[src/rtl/imm_alu_sequencer.sv]
// rtl/imm_alu_sequencer.sv - hardwired fetch/execute sequencer for immediate-ALU instructions
// Drives T0-T5 datapath strobes with a memory-ready wait loop, wait timeout and illegal-op trap.
module imm_alu_sequencer #(
  parameter int OPCODE_WIDTH   = 5,
  parameter int ALU_CODE_WIDTH = 5,
  parameter logic [ALU_CODE_WIDTH-1:0] ALU_INC_PC     = 5'b11111,
  parameter logic [OPCODE_WIDTH-1:0]   OP_ADDI        = 5'b01100,
  parameter logic [OPCODE_WIDTH-1:0]   OP_ANDI        = 5'b01101,
  parameter logic [OPCODE_WIDTH-1:0]   OP_ORI         = 5'b01110,
  parameter logic [OPCODE_WIDTH-1:0]   OP_EXTRA       = 5'b01111,
  parameter logic [ALU_CODE_WIDTH-1:0] EXTRA_ALU_CODE = 5'b00100,
  parameter int MAX_WAIT = 15
) (
  input  logic                      clock,
  input  logic                      clear,
  input  logic                      run,
  input  logic [OPCODE_WIDTH-1:0]   ir_opcode,
  input  logic                      mem_ready,
  output logic                      PCOut,
  output logic                      MARIn,
  output logic                      ZIn,
  output logic                      ZLoOut,
  output logic                      PCIn,
  output logic                      memread,
  output logic                      MDRIn,
  output logic                      MDROut,
  output logic                      IRIn,
  output logic                      Gra,
  output logic                      Grb,
  output logic                      RIn,
  output logic                      ROut,
  output logic                      YIn,
  output logic                      COut,
  output logic [ALU_CODE_WIDTH-1:0] ALUCode,
  output logic                      busy,
  output logic                      instr_done,
  output logic                      illegal_op,
  output logic                      mem_timeout
);

  localparam int CW = (MAX_WAIT < 2) ? 1 : $clog2(MAX_WAIT + 1);
  localparam logic [CW-1:0] WAIT_LAST = CW'(MAX_WAIT - 1);

  localparam logic [ALU_CODE_WIDTH-1:0] ALU_ADDI = ALU_CODE_WIDTH'(5'b00011);
  localparam logic [ALU_CODE_WIDTH-1:0] ALU_ANDI = ALU_CODE_WIDTH'(5'b00101);
  localparam logic [ALU_CODE_WIDTH-1:0] ALU_ORI  = ALU_CODE_WIDTH'(5'b00110);

  typedef enum logic [3:0] {
    S_IDLE, S_T0, S_T1, S_T2, S_T3, S_T4, S_T5, S_TRAP_ILL, S_TRAP_TMO
  } state_t;

  state_t                  state_q, state_d;
  logic [CW-1:0]           wait_q, wait_d;
  logic [OPCODE_WIDTH-1:0] op_q, op_d;
  logic                    op_legal;
  logic [ALU_CODE_WIDTH-1:0] op_alu;

  always_ff @(posedge clock) begin
    if (!clear) begin
      state_q <= S_IDLE;
      wait_q  <= '0;
      op_q    <= '0;
    end else begin
      state_q <= state_d;
      wait_q  <= wait_d;
      op_q    <= op_d;
    end
  end

  assign op_legal = (ir_opcode == OP_ADDI) || (ir_opcode == OP_ANDI) ||
                    (ir_opcode == OP_ORI)  || (ir_opcode == OP_EXTRA);

  always_comb begin
    op_alu = '0;
    if      (op_q == OP_ADDI)  op_alu = ALU_ADDI;
    else if (op_q == OP_ANDI)  op_alu = ALU_ANDI;
    else if (op_q == OP_ORI)   op_alu = ALU_ORI;
    else if (op_q == OP_EXTRA) op_alu = EXTRA_ALU_CODE;
  end

  always_comb begin
    state_d     = state_q;
    wait_d      = wait_q;
    op_d        = op_q;
    PCOut       = 1'b0;
    MARIn       = 1'b0;
    ZIn         = 1'b0;
    ZLoOut      = 1'b0;
    PCIn        = 1'b0;
    memread     = 1'b0;
    MDRIn       = 1'b0;
    MDROut      = 1'b0;
    IRIn        = 1'b0;
    Gra         = 1'b0;
    Grb         = 1'b0;
    RIn         = 1'b0;
    ROut        = 1'b0;
    YIn         = 1'b0;
    COut        = 1'b0;
    ALUCode     = '0;
    busy        = 1'b0;
    instr_done  = 1'b0;
    illegal_op  = 1'b0;
    mem_timeout = 1'b0;
    case (state_q)
      S_IDLE: begin
        if (run) state_d = S_T0;
      end
      S_T0: begin
        busy    = 1'b1;
        PCOut   = 1'b1;
        MARIn   = 1'b1;
        ZIn     = 1'b1;
        ALUCode = ALU_INC_PC;
        wait_d  = '0;
        state_d = S_T1;
      end
      S_T1: begin
        busy    = 1'b1;
        memread = 1'b1;
        MDRIn   = 1'b1;
        // Ready wins over timeout even on the last permitted wait cycle.
        if (mem_ready) begin
          ZLoOut  = 1'b1;
          PCIn    = 1'b1;
          wait_d  = '0;
          state_d = S_T2;
        end else if (wait_q == WAIT_LAST) begin
          state_d = S_TRAP_TMO;
        end else begin
          wait_d = wait_q + 1'b1;
        end
      end
      S_T2: begin
        busy    = 1'b1;
        MDROut  = 1'b1;
        IRIn    = 1'b1;
        state_d = S_T3;
      end
      S_T3: begin
        busy    = 1'b1;
        Grb     = 1'b1;
        ROut    = 1'b1;
        YIn     = 1'b1;
        op_d    = ir_opcode;
        state_d = op_legal ? S_T4 : S_TRAP_ILL;
      end
      S_T4: begin
        busy    = 1'b1;
        COut    = 1'b1;
        ZIn     = 1'b1;
        ALUCode = op_alu;
        state_d = S_T5;
      end
      S_T5: begin
        busy       = 1'b1;
        ZLoOut     = 1'b1;
        Gra        = 1'b1;
        RIn        = 1'b1;
        instr_done = 1'b1;
        state_d    = run ? S_T0 : S_IDLE;
      end
      S_TRAP_ILL: illegal_op  = 1'b1;
      S_TRAP_TMO: mem_timeout = 1'b1;
      default:    state_d     = S_IDLE;
    endcase
  end

endmodule

[config.mk]
export PLATFORM = sky130hd
export DESIGN_NAME = imm_alu_sequencer
export DESIGN_NICKNAME = d
export VERILOG_FILES = /design/src/rtl/imm_alu_sequencer.sv
export SDC_FILE = /design/constraint.sdc
export NUM_CORES = 1
export LEC_CHECK = 0
export ABC_AREA = 1
export CORE_MARGIN = 2
export CORE_UTILIZATION = 25
export CTS_CLUSTER_DIAMETER = 120
export DETAILED_ROUTE_END_ITERATION = 6
export PLACE_DENSITY = 0.6
export SLEW_MARGIN = 5
export SYNTH_ARGS = -nofsm -noshare
export SYNTH_HDL_FRONTEND = slang
export SYNTH_SLANG_ARGS = --single-unit
export TNS_END_PERCENT = 30
[constraint.sdc]
create_clock -name clock -period 1.8 [get_ports clock]
set_clock_uncertainty 0.15 [all_clocks]
set_input_delay 0.18 -clock clock [delete_from_list [all_inputs] [get_ports clock]]
set_output_delay 0.18 -clock clock [all_outputs]
set_load 0.01 [all_outputs]
* Word-level counts from Yosys, hierarchy flattened
Cells that the tools add are included.
Storage, ports and cells: register bits 13, output and inout bits 24, input port bits 9, logic and storage cells 62
Cells by class: muxes and demuxes 27, equal/unequal tests 20, bitwise gates (word level) 1, add/sub/neg operators 1, reduce and logical (&&, ||, !) cells 10
Operator list (count):
- equality test 5 x 4 -> 1 bit, second input constant | 8
- one-hot mux 4 bit (8 select lines) | 1
- 2-to-1 mux 4 bit | 5
- equality test 4 x 3 -> 1 bit, second input constant | 4
- 2-to-1 mux 1 bit | 13
- 2-to-1 mux 3 bit | 4
- one-hot mux 5 bit (2 select lines) | 1
- equality test 4 x 2 -> 1 bit, second input constant | 2
- equality test 4 bit, second input constant | 2
- one-hot mux 4 bit (2 select lines) | 1
- != test 3 bit, second input constant | 2
- OR reduction 6 bit | 1
- adder 4 x 1 -> 4 bit, second input constant | 1
- equality test 4 x 1 -> 1 bit, second input constant | 1
- logical NOT 4 bit | 1
- OR reduction 2 bit | 2
- logical OR 1 bit | 3
- AND reduction 3 bit | 1
- 2-to-1 mux 2 bit | 1
- != test 2 bit, second input constant | 1
- one-hot mux 1 bit (2 select lines) | 1
- AND reduction 2 bit | 1
- nonzero test 2 bit | 1
- NOT 1 bit | 1

* Depth between registers and ports, before layout
depth after elaboration 6, gate-level depth with buffers 8

* Worst setup path before layout
OpenSTA, ideal clock, no wires.
kind reg-to-output, start point register state_q[0], end point output port ALUCode[0], buffers on the path 0, data arrival time 1066 ps, path slack 404 ps, cell stages (with the launch flop) 5, data required time 1470 ps, path through dfxtp_1 > inv_1 > nor2_1 > nand2_1 > o21ai_0
On the way: cells in the longest elaborated chain, start to end 2
RTL lines:
- start, declared | line 52 | state_t state_q, state_d;
- start signal, assigned | line 64 | state_q <= state_d;
- equality test 4 x 3 -> 1 bit / equality test 4 x 1 -> 1 bit (equally long branches) | line 105 | case (state_q)
- one-hot mux 5 bit (2 select lines) * | line 105
- end, declared | line 34 | output logic [ALU_CODE_WIDTH-1:0] ALUCode,
Every way passes the cells marked *; elsewhere a longest branch is shown, timed or not.

* Final worst setup path
start point register state_q[2], end point output port ALUCode[2]
Same word-level chain as after synthesis.

==> impl_metrics.json <==
{
  "post-place-ws_ps": -59.79,
  "dr.pass1.iters": 4,
  "area_growth_pct": 51.99,
  "p_leak_nw": 0.7660,
  "maxCapViolations": 0,
  "synth_top_area_cell": "dfxtp_1",
  "holdWs_ps": 328.8,
  "clock_sinks": 13,
  "h-tree-depth": 1,
  "dpl-instance-area_um2": 1240,
  "cts_tree": "built",
  "portBuffers": 32,
  "end_kind": "output port",
  "worstSetupStartpointType": "register",
  "power.total_mw": 1.620,
  "rsz0062_at_grt": "true",
  "finalCriticalPeriod_ps": 1777,
  "num_vias": 911,
  "ys_warn_count": 0,
  "dp_hpwl_mm": 1.788,
  "synth_area_per_cell_um2": 6.466,
  "irDropWorstVdd_mv": 0.4680,
  "setup_violations": 0,
  "gp_congestion": 0.8020,
  "clk_pin_slew_worst_paths_ps": 80,
  "fmax_ghz": 0.5627,
  "critical_path_class": "reg -> out",
  "synth_area_um2": 847.1,
  "design_area_um2": 1287,
  "tns_ps": 0,
  "ant_nets": 0,
  "crit_chain": "inv_2, nor2_4, nand2_2, o21ai_0, dlygate4sd2_1",
  "period_share_pct": 98.73,
  "viasPerCell": 4.218,
  "ios": 33,
  "fin_nets": 182,
  "grt_pass1_vias": 892,
  "slowest_stage": "dfxtp_1",
  "fin_ws_ps": 22.94,
  "start_util_pct": 25.79,
  "fp.dieW_um": 62.21,
  "final_cells": 216,
  "synth_cells": 131,
  "row_count": 21,
  "fp.coreArea_um2": 3284,
  "final_util_pct": 39.20,
  "ys_seq_elements": 13,
  "path_max_fanout": 6,
  "tightest_slew_ps": 208.2,
  "overflow": 0,
  "drive_above_1_share_pct": 20.59,
  "drcViolationCount": 0,
  "wl_per_cell_um": 10.28,
  "grt_util_all_layers_pct": 12.02,
  "antenna_found_initial": 0,
  "yosysMostFrequentCell": "nand2_1",
  "dp_cells": 211,
  "critPathRequiredTime_ps": 1470,
  "yosysTopAreaCellShare_pct": 30.72,
  "grt_pass1_wl_mm": 3.753,
  "synth_common_cells": "nand2_1 (23), inv_1 (21), nor2_1 (21), dfxtp_1 (13), o21ai_0 (13)",
  "slew_violations": 0,
  "cts_root_buf": "clkbuf_4",
  "synthArstFlopShare_pct": 0,
  "slew_headroom_pct": 86.07,
  "grt_start_max_net_pins": 9,
  "cts_max_path_buffers": 2,
  "die_area_um2": 3870,
  "synth-seq-area-share_pct": 30.72,
  "clk-insertion-delay-late_ps": 270,
  "antennaDiodeCount": 0,
  "synth_area_leaders": "dfxtp_1 (31%), nand2_1 (10%), inv_1 (9.3%)",
  "power-per-cell-area_nw_per_um2": 1258,
  "synth_nets": 142,
  "cts_buffers": 3,
  "critical-path-max-stage-delay_ps": 370,
  "hold_viol": 0,
  "drtIter0Drc": 11,
  "routed_wirelength_mm": 2.221,
  "synth_ff_type": "dfxtp_1",
  "dieHeight_um": 62.21,
  "ys_types": 16,
  "arrival_ps": 1450,
  "synth_edf_count": 0,
  "min_path_type": "reg -> reg",
  "outcome": "complete, no violations"
}
final cells by class:
| class | count | area (um^2) |
|---|---|---|
| clock buffers | 4 | 26.28 |
| fillers | 383 | 1997 |
| inverters | 21 | 78.83 |
| multi-input cells | 88 | 460.4 |
| flip-flops and latches | 13 | 264.0 |
| well taps | 46 | 57.56 |
| repair buffers | 44 | 400.4 |
worst paths after layout:
kind                   start    endpoint  slack (ps)  depth (start not counted)
hold reg to reg      op_q[1]     op_q[1]         330                          2
setup / recovery  state_q[2]  ALUCode[2]          20                          5
setup reg to reg  state_q[3]   wait_q[0]         260                          8
hold / removal       op_q[1]     op_q[1]         330                          2
layout by cell type, fill, tap and decap left out:
| cell type | netlist | layout |
|---|---|---|
| clkbuf_2 | 0 | 1 |
| nand2_1 | 23 | 21 |
| ha_1 | 2 | 2 |
| clkdlybuf4s15_1 | 0 | 1 |
| o21ai_2 | 1 | 1 |
| clkbuf_1 | 0 | 1 |
| clkdlybuf4s50_1 | 0 | 8 |
| o22ai_1 | 2 | 2 |
| dlygate4sd2_1 | 0 | 16 |
| nand2_4 | 2 | 2 |
| a21oi_1 | 6 | 6 |
| nand2_2 | 3 | 5 |
| nand3_1 | 9 | 9 |
| nor2_2 | 3 | 3 |
| inv_2 | 0 | 2 |
| buf_4 | 9 | 12 |
| clkbuf_4 | 0 | 3 |
| nor2_1 | 21 | 19 |
| dfxtp_4 | 0 | 1 |
| o21ai_0 | 13 | 13 |
| nor2_4 | 1 | 3 |
| a21oi_2 | 2 | 2 |
| dlymetal6s2s_1 | 0 | 6 |
| inv_1 | 21 | 19 |
| dfxtp_1 | 13 | 12 |
layer usage:
layer	vias up	GRT usage (%)	part of all wire [%]
li1	479	-	-
met1	403	13.56	44
met2	25	21.47	49
met3	4	3.080	6.2
met4	0	5.000	1.0
met5	-	0	0
what timing repair did:
action | in CTS | in global routing
pin swaps | 0 | 1
cloned | 0 | 0
setup endpoints to repair | 24 | 17
buffers inserted | 0 | 1
hold buffers | 0 | 0
gates resized for setup | 24 | 14
cells by family (layout without fill, tap and decap cells):
group	Yosys count	in the layout	synth area share (%)
AOI/OAI and AO/OA	24	24	15.81
adders and majority gates	2	2	2.954
buffers and inverters	30	69	17.28
DFF	13	13	30.72
and+or+nand+nor	62	62	33.23
sequential cells by signal, summed over array words and instances, names as in the netlist:
register and count:
state_q 4, wait_q 4, op_q 5
power breakdown:
part	switching [mW]	internal (mW)	total, mW	leakage (nW)
clock	0.0923	0.0857	0.178	0.0150
sequential	0.0725	0.358	0.431	0.106
combinational	0.561	0.450	1.01	0.645
critical path, delay by kind of cell, from the launching register on:
family	cells	cell delay [ps]
compound gates	1	200
buf+inv	2	360
flops	1	370
simple gates	2	250
(Power assumes the default switching activity.)
